[config.mk]
export PLATFORM = sky130hd
export DESIGN_NAME = rtc_edit_ctrl
export DESIGN_NICKNAME = d
export VERILOG_FILES = /design/src/rtl/rtc_edit_ctrl.sv
export SDC_FILE = /design/constraint.sdc
export NUM_CORES = 1
export LEC_CHECK = 0
export BUFFER_PORTS_ARGS = -buffer_cell sky130_fd_sc_hd__buf_2
export CORE_ASPECT_RATIO = 0.7
export CORE_MARGIN = 1.5
export CORE_UTILIZATION = 30
export CTS_CLUSTER_DIAMETER = 80
export CTS_CLUSTER_SIZE = 8
export DETAILED_ROUTE_END_ITERATION = 16
export PLACE_DENSITY = 0.54
export SETUP_SLACK_MARGIN = 0.3
export SLEW_MARGIN = 20
export SYNTH_ARGS = -nofsm -noshare
export SYNTH_HDL_FRONTEND = slang
export SYNTH_SLANG_ARGS = --single-unit
[constraint.sdc]
create_clock -name clk -period 6 [get_ports clk]
set_input_delay 1.2 -clock clk [delete_from_list [all_inputs] [get_ports clk]]
set_output_delay 1.2 -clock clk [all_outputs]
set_load 0.1 [all_outputs]
[src/rtl/rtc_edit_ctrl.sv]
// RTC edit/write sequencer: six editable time/date fields with a cursor,
// BCD field streaming and a fixed RTC init sequence over req/ack.
module rtc_edit_ctrl #(
  parameter logic [7:0] BASE_ADDR  = 8'h21,
  parameter logic [7:0] INIT_ADDR  = 8'h02,
  parameter logic [7:0] INIT_DATA0 = 8'h10,
  parameter logic [7:0] INIT_DATA1 = 8'h00
) (
  input  logic       clk,
  input  logic       btn_reset,
  input  logic       inc_p,
  input  logic       dec_p,
  input  logic       right_p,
  input  logic       left_p,
  input  logic       escrib,
  input  logic       sw_conf,
  input  logic       doce_24,
  input  logic       init_sw,
  input  logic       wr_ack,
  output logic       wr_req,
  output logic [7:0] wr_addr,
  output logic [7:0] wr_data,
  output logic       busy,
  output logic       done_p,
  output logic [2:0] cursor,
  output logic [6:0] cur_val
);

  typedef enum logic [2:0] {
    S_IDLE,
    S_WREQ,
    S_WGAP,
    S_IREQ0,
    S_IGAP,
    S_IREQ1,
    S_DONE
  } state_t;

  state_t     r_state;
  state_t     w_next;
  logic [6:0] r_field [6];
  logic [2:0] r_cursor;
  logic [2:0] r_idx;
  logic       r_esc_cur;
  logic       r_esc_prev;
  logic       r_ini_cur;
  logic       r_ini_prev;

  logic       w_esc_rise;
  logic       w_ini_rise;
  logic       w_edit;
  logic       w_inc;
  logic       w_dec;
  logic       w_right;
  logic       w_left;
  logic       w_fix12;
  logic [6:0] w_lo;
  logic [6:0] w_hi;
  logic [6:0] w_cur;
  logic [6:0] w_wval;
  logic [7:0] w_bcd;

  assign w_esc_rise = r_esc_cur & ~r_esc_prev;
  assign w_ini_rise = r_ini_cur & ~r_ini_prev;

  assign w_edit  = (r_state == S_IDLE) & sw_conf;
  assign w_inc   = w_edit & inc_p & ~dec_p;
  assign w_dec   = w_edit & dec_p & ~inc_p;
  assign w_right = w_edit & right_p & ~left_p;
  assign w_left  = w_edit & left_p & ~right_p;

  assign w_cur   = r_field[r_cursor];
  assign w_fix12 = doce_24 &
                   ((r_field[2] == 7'd0) |
                    (r_field[2] > 7'd12));

  assign w_wval = r_field[r_idx];
  assign w_bcd  = {4'(w_wval / 7'd10),
                   4'(w_wval % 7'd10)};

  assign busy    = (r_state != S_IDLE);
  assign done_p  = (r_state == S_DONE);
  assign cursor  = r_cursor;
  assign cur_val = w_cur;

  always_comb begin
    w_lo = 7'd0;
    w_hi = 7'd59;
    case (r_cursor)
      3'd2: begin
        w_lo = doce_24 ? 7'd1 : 7'd0;
        w_hi = doce_24 ? 7'd12 : 7'd23;
      end
      3'd3: begin
        w_lo = 7'd1;
        w_hi = 7'd31;
      end
      3'd4: begin
        w_lo = 7'd1;
        w_hi = 7'd12;
      end
      3'd5: begin
        w_lo = 7'd0;
        w_hi = 7'd99;
      end
      default: ;
    endcase
  end

  // 12 h correction overrides any edit of the hour in the same cycle
  always_ff @(posedge clk or posedge btn_reset) begin
    if (btn_reset) begin
      r_field[0] <= 7'd0;
      r_field[1] <= 7'd0;
      r_field[2] <= 7'd0;
      r_field[3] <= 7'd1;
      r_field[4] <= 7'd1;
      r_field[5] <= 7'd0;
    end else begin
      if (w_inc)
        r_field[r_cursor] <= (w_cur >= w_hi) ?
                             w_lo : w_cur + 7'd1;
      else if (w_dec)
        r_field[r_cursor] <= (w_cur <= w_lo) ?
                             w_hi : w_cur - 7'd1;
      if (w_fix12)
        r_field[2] <= 7'd12;
    end
  end

  always_ff @(posedge clk or posedge btn_reset) begin
    if (btn_reset)
      r_cursor <= 3'd0;
    else if (w_right)
      r_cursor <= (r_cursor == 3'd5) ?
                  3'd0 : r_cursor + 3'd1;
    else if (w_left)
      r_cursor <= (r_cursor == 3'd0) ?
                  3'd5 : r_cursor - 3'd1;
  end

  always_ff @(posedge clk or posedge btn_reset) begin
    if (btn_reset) begin
      r_esc_cur  <= 1'b0;
      r_esc_prev <= 1'b0;
      r_ini_cur  <= 1'b0;
      r_ini_prev <= 1'b0;
    end else begin
      r_esc_cur  <= escrib;
      r_esc_prev <= r_esc_cur;
      r_ini_cur  <= init_sw;
      r_ini_prev <= r_ini_cur;
    end
  end

  always_ff @(posedge clk or posedge btn_reset) begin
    if (btn_reset)
      r_state <= S_IDLE;
    else
      r_state <= w_next;
  end

  always_ff @(posedge clk or posedge btn_reset) begin
    if (btn_reset)
      r_idx <= 3'd0;
    else if (r_state == S_IDLE)
      r_idx <= 3'd0;
    else if (r_state == S_WGAP && r_idx != 3'd5)
      r_idx <= r_idx + 3'd1;
  end

  always_comb begin
    w_next  = r_state;
    wr_req  = 1'b0;
    wr_addr = 8'd0;
    wr_data = 8'd0;
    case (r_state)
      S_IDLE: begin
        if (w_ini_rise)
          w_next = S_IREQ0;
        else if (w_esc_rise && sw_conf)
          w_next = S_WREQ;
      end
      S_WREQ: begin
        wr_req  = 1'b1;
        wr_addr = BASE_ADDR + {5'd0, r_idx};
        wr_data = w_bcd;
        if (wr_ack)
          w_next = S_WGAP;
      end
      S_WGAP: begin
        w_next = (r_idx == 3'd5) ? S_DONE : S_WREQ;
      end
      S_IREQ0: begin
        wr_req  = 1'b1;
        wr_addr = INIT_ADDR;
        wr_data = INIT_DATA0;
        if (wr_ack)
          w_next = S_IGAP;
      end
      S_IGAP: begin
        w_next = S_IREQ1;
      end
      S_IREQ1: begin
        wr_req  = 1'b1;
        wr_addr = INIT_ADDR;
        wr_data = INIT_DATA1;
        if (wr_ack)
          w_next = S_DONE;
      end
      S_DONE: begin
        w_next = S_IDLE;
      end
      default: w_next = S_IDLE;
    endcase
  end

endmodule
# Word-level counts from Yosys, hierarchy flattened
# Index checks and enable logic that the tools add are counted.
# classes
add_sub_neg	6
div	2
n_lt_le_gt_ge	6
n_eq_ne	16
mux	35
bitwise	21
n_reduce_logical	15
# op_table
operator	count
bitwise mux 42 bit	2
two-way mux 42 bit	2
two-way mux 7 bit	8
binary-select mux 7 bit (select 3 bit)	2
two-way mux 3 bit	12
one-hot mux 7 bit (4 select lines)	1
demux 7 bit (select 3 bit)	1
== test 3 bit (second input constant)	6
one-hot mux 3 bit (6 select lines)	1
one-hot mux 8 bit (2 select lines)	1
one-hot mux 7 bit (2 select lines)	1
AND 1 bit	12
== test 3 x 2 -> 1 bit (second input constant)	4
>= comparator 4 bit (second input constant)	2
inverter 3 -> 4 bit	2
adder 6 x 3 -> 7 bit (first input constant)	1
adder 7 x 1 -> 7 bit (second input constant)	1
divider 7 x 4 -> 7 bit (second input constant)	1
>= comparator 7 bit	1
greater-than comparator 7 x 4 -> 1 bit (second input constant)	1
less-or-equal comparator 7 bit	1
zero test 7 bit	1
modulo 7 x 4 -> 7 bit (second input constant)	1
subtractor 7 x 1 -> 7 bit (second input constant)	1
19 further kinds	35
# word_totals
reg_bits	55
input_bits	11
output_inout_bits	29
word_cells	114

# Depth between registers and ports, before layout
# depth
word_depth	10
depth_mapped	18
ltp_nobuf	16

# Least setup slack after synthesis
# OpenSTA, ideal clock, no wires.
# synth_path
kind	flip-flop to output port
from	register r_idx[0]
to	output wr_data[1]
t_arrival_ps	4754
required_ps	4800
setup_slack_ps	46
stages_incl_launch_ff	18
n_path_buf	2
cell_sequence	dfrtp_1 > buf_6 > mux4_2 > a22oi_2 > buf_2 > nor2_1 > nor2_1 > ha_1 > inv_1 > o21a_1 > a21oi_1 > a21oi_1 > o221a_2 > a311oi_2 > ha_1 > inv_1 > a221o_1 > a221oi_2
# synth_via
elab_chain_cells	6
# synth_rtl
element	line_no	text
from (decl)	43	logic [2:0] r_idx;
from (signal assigned)	169	r_idx <= r_idx + 3'd1;
inverter 3 -> 4 bit (not written as such)	77	assign w_wval = r_field[r_idx];
binary-select mux 7 bit (select 3 bit)	77	
two-way mux 7 bit (not written as such) (2 in series)	77	
modulo 7 x 4 -> 7 bit	79	4'(w_wval % 7'd10)};
one-hot mux 8 bit (2 select lines)	177	case (r_state)
to (decl)	22	output logic [7:0] wr_data,
# No other way between the ends. The select of a mux whose other input is x is not followed.

# Worst setup path after layout
# Ends and elaborated chain as after synthesis.

==> results by group <==
Cells and area
  • # diodes: 0
  • Fin nets: 544
  • Layout cells sized above 1: 26.4%
  • Layout area overhead: 17.5%
  • Fin area: 5110 um^2
  • Commonest non-fill, non-tap cells in the layout: 50 x nand2_1, 50 x dfrtp_1, 42 x nor2_1, 33 x buf_2, 29 x o21ai_0
  • Fill cells: 1,447

Hold path
  • Hold Crit Depth: 0
  • HP Class: reg -> reg
  • Worst min-delay path endpoint: r_esc_prev$_DFF_PP0_
  • Worst hold start: r_esc_cur$_DFF_PP0_

Clock network
  • Skew-Pair Late Insertion Delay: 0.30 ns
  • CTS root buffer: clkbuf_16
  • Num Clock Sinks: 55
  • H-tree levels: 2
  • Cts bufs inserted: 5
  • CTS tree: built
  • Clk pin slew, worst setup/hold paths: 0.08 ns
  • CTS max path bufs: 2

Detailed routing
  • Drt via density: 5.33
  • Post-route ant nets: 0
  • Via count: 3,764
  • Initial drt markers: 243
  • Final WL: 11.9 mm
  • Initial DRT Pass Iterations: 5
  • Wire per inst: 16.9 um
  • DR DRC count: 0

GRT
  • Antenna violations before repair: 0
  • Vias in the first global route: 3,570
  • Grt total ovfl: 0
  • Pin count of the biggest net entering global routing: 56
  • Global-route wire length before repair: 19.0 mm
  • GRT Resource Usage Total: 15.4%

Die
  • Die area: 15,200 um^2
  • Die width: 147 um
  • Rows: 36
  • I/O pins: 40
  • Die H: 104 um
  • Core box area: 14,100 um^2
  • Starting density of the core: 30.9%

Synth
  • Flops & latches, synth: 55
  • Gate Count Post-Synth: 470
  • Post-synth ARST share: 100%
  • Post-synth EDFFs: 0
  • Synth cell types: 75
  • Post-synthesis sequential area ratio: 31.7%
  • Synth warnings: 0
  • Ys flop type: dfrtp_1
  • Average cell area after synthesis: 9.25 um^2
  • Synthesized area: 4350 um^2

Worst setup path
  • Worst r2r path cells: 15
  • WS Path Type: reg -> out
  • Worst reg2reg setup slack: 1.40 ns
  • Worst R2R End: r_field[3]$_DFFE_PP0P_
  • CP peak stage delay: 0.47 ns
  • WP data arrival: 4.35 ns
  • CP Launch Type: register
  • Worst Path Max Fanout: 9
  • RR Startpoint: cursor[1]$_DFFE_PP0P_
  • CP cell instances: buf_8 > mux2i_4 > o22ai_4 > o211ai_4 > nor2_1 > nor2_2 > ha_2 > a31oi_4 > o221ai_4 > and3_1 > a311oi_4 > ha_2 > inv_1 > a221o_1 > a221oi_4 > buf_12
  • Worst path top cell family by delay: compound AO/OA/AOI/OAI gates
  • Cell mode on critical path: ha_2
  • WP buf/inv: 3
  • CP endpoint kind: primary output
  • WP data required: 4.80 ns
  • Critical-path top delay cell: dfrtp_2

Placed design
  • Gpl congestion: 0.893
  • Port Buffer Count: 36
  • Placed Area: 4760 um^2
  • Detailed placement HPWL: 8.98 mm

Timing
  • Period utilization: 92.5%
  • Final setup vio count: 0
  • Final Max Tran Viols: 0
  • Minimum clock period: 5.55 ns
  • Total Neg Setup Slack: 0 ns
  • Setup Skew: 0.00909 ns
  • Slew @ Worst Pin: 0.767 ns
  • Max_slew headroom: 48.9%
  • Hold Violations, Final: 0
  • Upper clock frequency limit: 180 MHz
  • RSZ-0062 raised after global routing: false

Run status
  • Outcome: finished clean

Flow run
  • Max-Cap Viols: 0
-- cell type report --
type | count | area, um^2 | share of cell area (%)
well taps | 190 | 238 | 4.65
inverters | 24 | 90.1 | 1.76
clock buffers | 5 | 125 | 2.45
flip-flops and latches | 55 | 1380 | 27.1
multi-input cells | 373 | 2870 | 56.1
repair buffers | 56 | 383 | 7.49
clock inverters | 3 | 23.8 | 0.465
-- timing repair --
action,CTS,global route
setup endpoints to repair,3,3
hold buffers,0,0
buffers inserted,4,8
resized for setup,5,18
pin swaps,1,5
-- metrics by stage --
stage | setup WS (ns) | cells | util (%) | hold WS (ns)
6_report | 0.453 | 706 | 36.4 | 0.388
2_1_floorplan | 0.471 | 472 | - | 0.354
3_3_place_gp | 0.392 | 686 | 33.9 | 0.363
4_1_cts | 0.327 | 698 | 35.3 | 0.391
5_1_grt | 0.269 | 706 | 36.4 | 0.395
3_5_place_dp | 0.175 | 686 | 33.9 | 0.369
-- cells by family after synthesis --
group                    Yosys count  share of synthesized area, %
AO/OA/AOI/OAI                    112                          19.3
XOR/XNOR                          15                          3.02
adder cells (fa/ha/maj)           18                          5.18
buffers and inverters             44                          5.09
flip-flops                        55                          31.7
multiplexers                      59                          17.4
other                              1                        0.0862
AND/OR/NAND/NOR                  166                          18.2
-- registers in the layout, summed over array words and instances, names as in the netlist --
| signal | flops |
|---|---|
| r_field | 42 |
| r_ini_prev | 1 |
| r_esc_cur | 1 |
| r_esc_prev | 1 |
| r_idx | 3 |
| cursor | 3 |
| r_ini_cur | 1 |
| r_state | 3 |
-- Yosys cell counts (6+ instances only) --
master / number / share of area (%)
nand2_1: 51 / 4.4
clkbuf_1: 6 / 0.52
ha_1: 18 / 5.2
mux4_2: 10 / 5.2
mux2i_1: 20 / 4.6
xnor2_1: 13 / 2.6
a21oi_1: 18 / 2.1
nand2b_1: 9 / 1.3
dfrtp_1: 53 / 30
and2_1: 7 / 1.0
nand3_1: 15 / 1.7
nor2_1: 43 / 3.7
o21ai_0: 29 / 3.3
buf_4: 7 / 1.2
mux2_2: 27 / 7.0
inv_1: 23 / 2.0
nor3_1: 11 / 1.3
-- worst reg2reg max path: stages (launching register included) --
cell and delay, ns:
dfrtp_1 0.84, inv_1 0.21, ha_1 0.39, inv_1 0.08, a311oi_1 0.48, nand2_1 0.15, ha_1 0.29, nand2b_1 0.14
a21o_1 0.18, a21o_1 0.17, a21o_1 0.17, a211o_1 0.28, a21oi_1 0.29, nand2_1 0.15, o21ai_1 0.47, mux2_2 0.25
-- worst max-delay path by stage --
stage	startpoint	to	slack, ns	cells after the start
floorplan	r_idx[0]$_DFFE_PP0P_	wr_data[1]	0.47	17
global placement	r_idx[0]$_DFFE_PP0P_	wr_data[1]	0.39	15
detailed placement	r_idx[0]$_DFFE_PP0P_	wr_data[1]	0.18	15
CTS	r_idx[2]$_DFFE_PP0P_	wr_data[1]	0.33	14
global route	r_idx[0]$_DFFE_PP0P_	wr_data[1]	0.27	17
finish	r_idx[0]$_DFFE_PP0P_	wr_data[1]	0.45	16
-- metal layers --
| metal | global-route usage [%] | vias to the layer above | wire length (um) |
|---|---|---|---|
| met5 | 0 | - | 0 |
| met4 | 2.50 | 0 | 133 |
| met3 | 3.00 | 16 | 641 |
| met2 | 23.7 | 92 | 5350 |
| met1 | 22.6 | 1854 | 5810 |
| li1 | - | 1802 | - |
Power is left out: the tool's default activity adds up to more than one toggle a clock period on the data nets, which glitch-free logic cannot reach.
